`src/rtl/tomasulo_pkg.sv`:
```
// tomasulo_pkg: shared widths, opcode fields and fetch entry type for the Tomasulo core
package tomasulo_pkg;
    localparam int DEF_INSTR_W = 16;
    localparam int DEF_PC_W    = 32;
    localparam int OPC_MSB     = 15;
    localparam int OPC_LSB     = 12;
    localparam logic [3:0] OP_ADD = 4'h0;
    localparam logic [3:0] OP_SUB = 4'h1;
    localparam logic [3:0] OP_MUL = 4'h2;
    localparam logic [3:0] OP_LD  = 4'h3;
    typedef struct packed {
        logic [DEF_INSTR_W-1:0] instr;
        logic [DEF_PC_W-1:0]    pc;
    } fetch_entry_t;
    function automatic logic [3:0] opcode_of(input logic [DEF_INSTR_W-1:0] instr);
        return instr[OPC_MSB:OPC_LSB];
    endfunction
endpackage

```
`src/rtl/instr_fetch_queue_fifo.sv`:
```
// fetch_fifo: synchronous FIFO of fetch entries with push/pop/flush and occupancy count
module fetch_fifo
    import tomasulo_pkg::*;
#(
    parameter type entry_t = fetch_entry_t,
    parameter int  DEPTH   = 4
) (
    input  logic                       clk,
    input  logic                       rst,
    input  logic                       flush,
    input  logic                       push,
    input  entry_t                     push_data,
    input  logic                       pop,
    output entry_t                     head,
    output logic [$clog2(DEPTH):0]     count
);
    localparam int A = $clog2(DEPTH);
    entry_t mem [DEPTH];
    logic [A-1:0] wr, rd;
    assign head = mem[rd];
    always_ff @(posedge clk) begin
        if (push && !flush) mem[wr] <= push_data;
    end
    always_ff @(posedge clk) begin
        if (rst || flush) begin
            wr    <= '0;
            rd    <= '0;
            count <= '0;
        end else begin
            if (push) wr <= wr + A'(1);
            if (pop) rd <= rd + A'(1);
            count <= count + (A+1)'(push) - (A+1)'(pop);
        end
    end
endmodule

```
`src/rtl/instr_fetch_queue.sv`:
```
// instr_fetch_queue: instruction memory, PC and credit-based prefetch into an issue queue
module instr_fetch_queue
    import tomasulo_pkg::*;
#(
    parameter int INSTR_W   = DEF_INSTR_W,
    parameter int MEM_DEPTH = 64,
    parameter int ADDR_W    = $clog2(MEM_DEPTH),
    parameter int PC_W      = DEF_PC_W,
    parameter int Q_DEPTH   = 4
) (
    input  logic                       clk1,
    input  logic                       rst,
    input  logic                       prog_we,
    input  logic [ADDR_W-1:0]          prog_addr,
    input  logic [INSTR_W-1:0]         prog_data,
    input  logic                       fetch_en,
    input  logic                       redirect_valid,
    input  logic [PC_W-1:0]            redirect_pc,
    output logic                       iss_valid,
    input  logic                       iss_ready,
    output logic [INSTR_W-1:0]         iss_instr,
    output logic [PC_W-1:0]            iss_pc,
    output logic [$clog2(Q_DEPTH):0]   q_count,
    output logic                       fetch_done
);
    localparam int QA = $clog2(Q_DEPTH);
    typedef struct packed {
        logic [INSTR_W-1:0] instr;
        logic [PC_W-1:0]    pc;
    } entry_t;
    logic [INSTR_W-1:0] mem [MEM_DEPTH];
    logic [INSTR_W-1:0] rd_data;
    logic [PC_W-1:0] pc, fl_pc;
    logic inflight, pop, launch, pc_ok;
    logic [QA+1:0] occ;
    entry_t head;
    assign pop   = iss_valid & iss_ready;
    assign pc_ok = pc < PC_W'(MEM_DEPTH);
    // occupancy counts the read in flight so a landing never overflows the queue
    assign occ    = {1'b0, q_count} + (QA+2)'(inflight) - (QA+2)'(pop);
    assign launch = fetch_en & pc_ok & ~redirect_valid & (occ < (QA+2)'(Q_DEPTH));
    assign iss_valid  = q_count != '0;
    assign iss_instr  = iss_valid ? head.instr : '0;
    assign iss_pc     = iss_valid ? head.pc : '0;
    assign fetch_done = ~pc_ok & ~inflight;
    always_ff @(posedge clk1) begin
        if (prog_we) mem[prog_addr] <= prog_data;
        if (launch) rd_data <= mem[pc[ADDR_W-1:0]];
    end
    always_ff @(posedge clk1) begin
        if (rst) begin
            pc       <= '0;
            fl_pc    <= '0;
            inflight <= 1'b0;
        end else if (redirect_valid) begin
            pc       <= redirect_pc;
            inflight <= 1'b0;
        end else begin
            inflight <= launch;
            if (launch) begin
                pc    <= pc + PC_W'(1);
                fl_pc <= pc;
            end
        end
    end
    fetch_fifo #(.entry_t(entry_t), .DEPTH(Q_DEPTH)) u_fifo (
        .clk       (clk1),
        .rst       (rst),
        .flush     (redirect_valid),
        .push      (inflight),
        .push_data ('{instr: rd_data, pc: fl_pc}),
        .pop       (pop),
        .head      (head),
        .count     (q_count)
    );
endmodule
```
`config.mk`:
```
export PLATFORM = sky130hd
export DESIGN_NAME = instr_fetch_queue
export DESIGN_NICKNAME = d
export VERILOG_FILES = /design/src/rtl/tomasulo_pkg.sv /design/src/rtl/instr_fetch_queue_fifo.sv /design/src/rtl/instr_fetch_queue.sv
export SDC_FILE = /design/constraint.sdc
export NUM_CORES = 1
export LEC_CHECK = 0
export CAP_MARGIN = 20
export CORE_MARGIN = 10
export CORE_UTILIZATION = 56
export CTS_CLUSTER_DIAMETER = 40
export DETAILED_ROUTE_END_ITERATION = 10
export PLACE_DENSITY = 0.76
export RECOVER_POWER = 25
export SKIP_LAST_GASP = 1
export SLEW_MARGIN = 5
export SYNTH_ARGS = -nofsm -noshare
export SYNTH_HDL_FRONTEND = slang
export SYNTH_SLANG_ARGS = --single-unit
```
`constraint.sdc`:
```
create_clock -name clk1 -period 3.6 [get_ports clk1]
set_input_delay 0.54 -clock clk1 [delete_from_list [all_inputs] [get_ports clk1]]
set_output_delay 0.54 -clock clk1 [all_outputs]
set_load 0.02 [all_outputs]
```
==> results.toml <==
[outcome]
status = "finished, violations left"
violations = "max-capacitance violations, max-slew violations"

[logic_synthesis]
muxShareOfSynthArea_pct = 15.3
synth_xor_area_share_pct = 0.105
yosys_warnings = 0
avgSynthCellArea_um2 = 21.3
yosys.area.top_type = "edfxtp_1"
synthAdderAreaFrac_pct = 0.291
synth_edf_count = 1232
synthArstFlopShare_pct = 0
synth_nets = 2410
synth_seq_cells = 1306
syn_area_mm2 = 0.0498
netlist_instances = 2339
synth_cell_type_count = 63
ys_seq_area_share_pct = 77.2
yosys.area_share.simple_pct = 3.19
synth_top_family_by_area = "multiplexers"
synth_area_leaders = "edfxtp_1 (74%), mux4_2 (13%), dfxtp_1 (3.0%), mux2i_1 (2.5%), and2_1 (1.0%)"
ys.flop_type = "edfxtp_1"
synth_compound_area_share_pct = 2.43
netlist.area_leader.share_pct = 74.3

[floorplan]
fp.dieW_um = 318
core_area_mm2 = 0.0884
dieArea_mm2 = 0.101
num_rows = 109
ioPinCount = 113
die_h_um = 318
start_util_pct = 56.4

[finish]
final_common_cell = "edfxtp_1"
area_growth_syn_to_layout_pct = 16.8
finish.instance_area_mm2 = 0.0582
antenna_cells = 0
nets = 2712
ff_latch_area_mm2 = 0.0385
mostFrequentLayoutCells = "edfxtp_1 (1232), mux4_2 (282), clkbuf_16 (149)"
fillers = 5436
multi_input_area_mm2 = 0.0107
drive_above_1_share_pct = 25.5

[grt]
gr-total-overflow = 0
grt_pass1_wl_mm = 173
grtUsageMet1_pct = 30.3
grt_antenna_before_repair = 1
grt_use_met2_pct = 36.3
first_global_vias = 25700
grt_max_degree = 65
busiest_layer = "met2"
gr-usage-met3_pct = 5.59
grt.total_usage_pct = 22.9

[pwr]
power_frac_comb_pct = 4.6
power_density_mw_per_mm2 = 575
power.net_switching_mw = 6.99
switching_share_pct = 20.9
p_leak_nw = 18.2
pwr-share-clk_pct = 45.3
p_int_mw = 26.5
pwr-share-seq_pct = 50.1
max-vdd-ir-drop_v = 0.000460

[critical_path]
crit_chain = "buf_4 -> mux4_2 -> and2_1 -> clkdlybuf4s50_1"
crit_slowest_cell = "dfxtp_4"
cp_max_fo = 13
max_stage_delay_ns = 0.56
cp.required_ns = 3.06
critPathKind = "flip-flop to output port"
critPathCaptureType = "output port"
arrival_ns = 2.83
worstSetupStartpointType = "flip-flop"

[cts]
clock_latency_ns = 0.73
htreeDepth = 4
cts.sinks = 1306
cts_tree = "done"
cts_resized = 0
clk_path_buf_depth = 3
cts.root.buffer_cell = "clkbuf_16"
clkTransAtPathRegs_ns = 0.06
cts_buffers = 145

[timing]
skew_ns = 0.0286
slew_viol_final = 411
finalWorstSetupSlack_ns = 0.229
fmax_mhz = 297
tightest_slew_ns = 2.62
min_period_ns = 3.37
slew_headroom_pct = -75.0
rsz0062_at_grt = "no"
post-route-period-util_pct = 93.6
hold_violations = 0
report.final.setup_viol = 0
finalSetupTns_ns = 0

[detailed_routing]
via_count = 25000
drtIter0Drc = 3090
wl_per_cell_um = 29.6
drcViolationCount = 0
vias_per_cell = 6.37
detail-route-antenna-nets = 0
routed_wl_mm = 116
drtPass1Iterations = 5

[min_path]
hold_class = "input pin to flip-flop"

[placement]
io_buffers = 112
placed_area_mm2 = 0.0531
gp_congestion = 0.857
dp_slack_ns = 0.0918
hpwl_mm = 67.5

[flow_run]
cap_violations = 9
## worst paths after layout
kind	endpoint	from	depth (start not counted)	slack, ns
worst min-delay path	mem[21][1]	prog_data[1]	1	0.20
worst max register to register	fl_pc[2]	u_fifo.count[1]	14	0.29
worst min register to register	pc[30]	pc[30]	2	0.50
worst max-delay path	iss_instr[5]	flip-flop	4	0.23
## per-stage QoR
stage	util [%]	cells	hold slack, ns	total power [mW]
floorplan	-	2339	0.452	17.9
global placement	60.1	3648	0.463	18.5
detailed placement	60.1	3648	0.479	18.6
CTS	65.8	3913	0.326	33.6
global route	65.9	3923	0.191	34.3
finish	65.9	3923	0.202	33.5
## power groups by stage
stage | registers (mW) | logic [mW] | clock network [mW]
3_3_place_gp | 17.1 | 1.47 | 0
5_1_grt | 16.8 | 1.61 | 15.9
4_1_cts | 16.8 | 1.52 | 15.3
2_1_floorplan | 17.0 | 0.863 | 0
6_report | 16.8 | 1.54 | 15.2
3_5_place_dp | 17.1 | 1.50 | 0
## synthesized netlist by cell type (11+ instances only)
cell type / instances
buf_6: 12
a22oi_1: 12
clkbuf_1: 53
and2_1: 80
mux2i_1: 122
mux4_2: 282
a211o_1: 11
nand2_1: 25
a211oi_1: 25
o221ai_1: 13
dfxtp_1: 74
nor2_1: 123
buf_4: 16
o22ai_1: 46
inv_1: 15
a21oi_1: 19
buf_2: 36
edfxtp_1: 1232
nor3_1: 13
a22o_1: 11
## worst max-delay path, delay by kind of cell (launching register included)
kind / cells / cell delay (ns)
buf+inv: 2 / 0.80
flops: 1 / 0.56
simple gates: 1 / 0.20
mux: 1 / 0.52
## registers in the layout, indices dropped and copies added (netlist names), named ones only
name and count:
u_fifo.wr 2, rd_data 16, u_fifo.count 3, pc 32, u_fifo.mem 192, u_fifo.rd 2
mem 1024, fl_pc 32, inflight 1
## repair_timing
action / CTS / global route
setup endpoints to repair: 3 / 0
hold buffers: 0 / 0
buffers inserted: 1 / 0
## logic make-up after synthesis
group                    Yosys count
AO/OA/AOI/OAI                    170
flip-flops                      1306
adder cells (fa/ha/maj)           11
buffers and inverters            138
XOR/XNOR                           6
AND/OR/NAND/NOR                  298
multiplexers                     410
## layout make-up
type / instances / area share (%)
Inverter: 16 / 0.103
Tap cell: 1165 / 2.50
Clock inverter: 94 / 2.02
Timing Repair Buffer: 277 / 4.35
Multi-Input combinational cell: 895 / 18.3
Sequential cell: 1306 / 66.1
Clock buffer: 170 / 6.59
## metal layers
metal	part of all wire, %	vias to the layer above	routed length (um)
li1	-	10300	-
met1	37	13000	43100
met2	49	1402	56500
met3	10	285	11600
met4	4.2	0	4890
met5	0	-	0
Power figures use the tool's default switching activity.
==> patch, RTL diff (config.mk and constraints unchanged) <==
`Q_DEPTH`: 4 -> 8.
--- a/src/rtl/instr_fetch_queue.sv
+++ b/src/rtl/instr_fetch_queue.sv
@@ -8,3 +8,3 @@
     parameter int PC_W      = DEF_PC_W,
-    parameter int Q_DEPTH   = 4
+    parameter int Q_DEPTH   = 8
 ) (
Interface: changed (resized q_count); port bits go from 113 to 114. The function was not compared with the original's and may differ.
==> patch against the original RTL <==
The flow still finishes with violations (max-capacitance violations, max-slew violations); worst setup slack worse by 0.19 ns; sequential cell count up 196; first-iteration DRC count up 27%; design area up 14%; highest routed layer is now met5; area after synthesis up 15%; wire length up 16%.
Power is not compared: it rests on default switching activity, and its combinational part moved more than twofold at a synthesized area within 25%.
==> patch: results (changes against the original RTL) <==
[status]
status = finished with violations
violations = max-capacitance violations, max-slew violations

[detailed_routing]
wl_met1_um = 50100  ; +16%
via_per_inst = 6.41  ; +0.71%
dr_wl_met3_um = 12900  ; +11%
first_pass_iters = 6  ; +1
wl_per_cell_um = 30.1  ; +1.7%
routed-wl-met2_um = 66800  ; +18%
drt-initial-drc-count = 3924  ; +27%
top_layer = met5

[synth]
synth_edf_count = 1424  ; +16%
synthTopCellsByCount = 1424 x edfxtp_1, 316 x mux4_2, 146 x mux2i_1, 146 x nor2_1, 78 x dfxtp_1
synth_area_leaders = edfxtp_1 75%, mux4_2 12%, dfxtp_1 2.7%, mux2i_1 2.6%, nor2_1 0.96%
synth_area_per_cell_sq_um = 21.2  ; -0.64%

[global_route]
grt_max_degree = 72  ; +11%
use_met1_pct = 30.9  ; +0.57 points
grt_use_met3_pct = 5.13  ; -0.47 points
grt_pass1_wl_um = 199000  ; +15%

[finish]
clockNetworkAreaShare_pct = 8.04  ; -0.57 points
nets = 3057  ; +13%
top_regs = mem: 1024 flops, u_fifo.mem: 384 flops
nNonClkBuffers = 275  ; -0.72%
seq_area_sq_mm = 0.0443  ; +15%
layout.nonclk_buf_share_pct = 4.06  ; -0.29 points

[sta]
layout_setup_ws_ns = 0.0410  ; -0.188 ns
skew_ns = 0.0245  ; -0.00411 ns
worstMarginPinSlew_ns = 2.49  ; -0.133 ns
maxSlewViolCount = 454  ; +10%

[critical_path]
worstPathArrival_ns = 3.02  ; +0.19 ns
critPathSlowestCell = clkdlybuf4s50_1
path_max_fanout = 48  ; +35
r2r_slack_ns = 0.07  ; -0.22 ns
crit_path_max_incr_delay_ns = 0.68  ; +0.12 ns

[placement]
post_dp_cell_area_sq_mm = 0.0608  ; +14%
gp_congestion = 0.863  ; +0.75%

[job]
maxCapViolations = 11  ; +2

[clock_tree]
numCtsBuffers = 162  ; +12%

-- patch: kinds of logic (layout without fill, tap and decap cells) --
kind of cell / Yosys count / in the layout / synth area share [%]
mux: 469 / 469 / 15.2
compound gates: 235 / 236 / 2.97
flops: 1502 / 1502 / 77.6
simple gates: 314 / 314 / 2.63
buf+inv: 165 / 587 / 1.36
xor+xnor: 5 / 5 / 0.0767
fa+ha+maj: 9 / 9 / 0.210
-- patch: timing repair --
action / in CTS / in global routing
gates cloned: 2 / 2
endpoints found under the setup margin: 52 / 54
setup buffers: 2 / 3
resized for setup: 13 / 14
-- patch: worst min path at each step --
stage | startpoint | to | slack [ns] | depth (start not counted)
finish | prog_data[6] | mem[3][6] | 0.20 | 1
global route | prog_data[6] | mem[7][6] | 0.21 | 1
CTS | prog_data[10] | mem[26][10] | 0.26 | 1
detailed placement | pc[11] | pc[11] | 0.47 | 1
global placement | pc[28] | pc[28] | 0.46 | 1
floorplan | pc[15] | pc[15] | 0.45 | 1
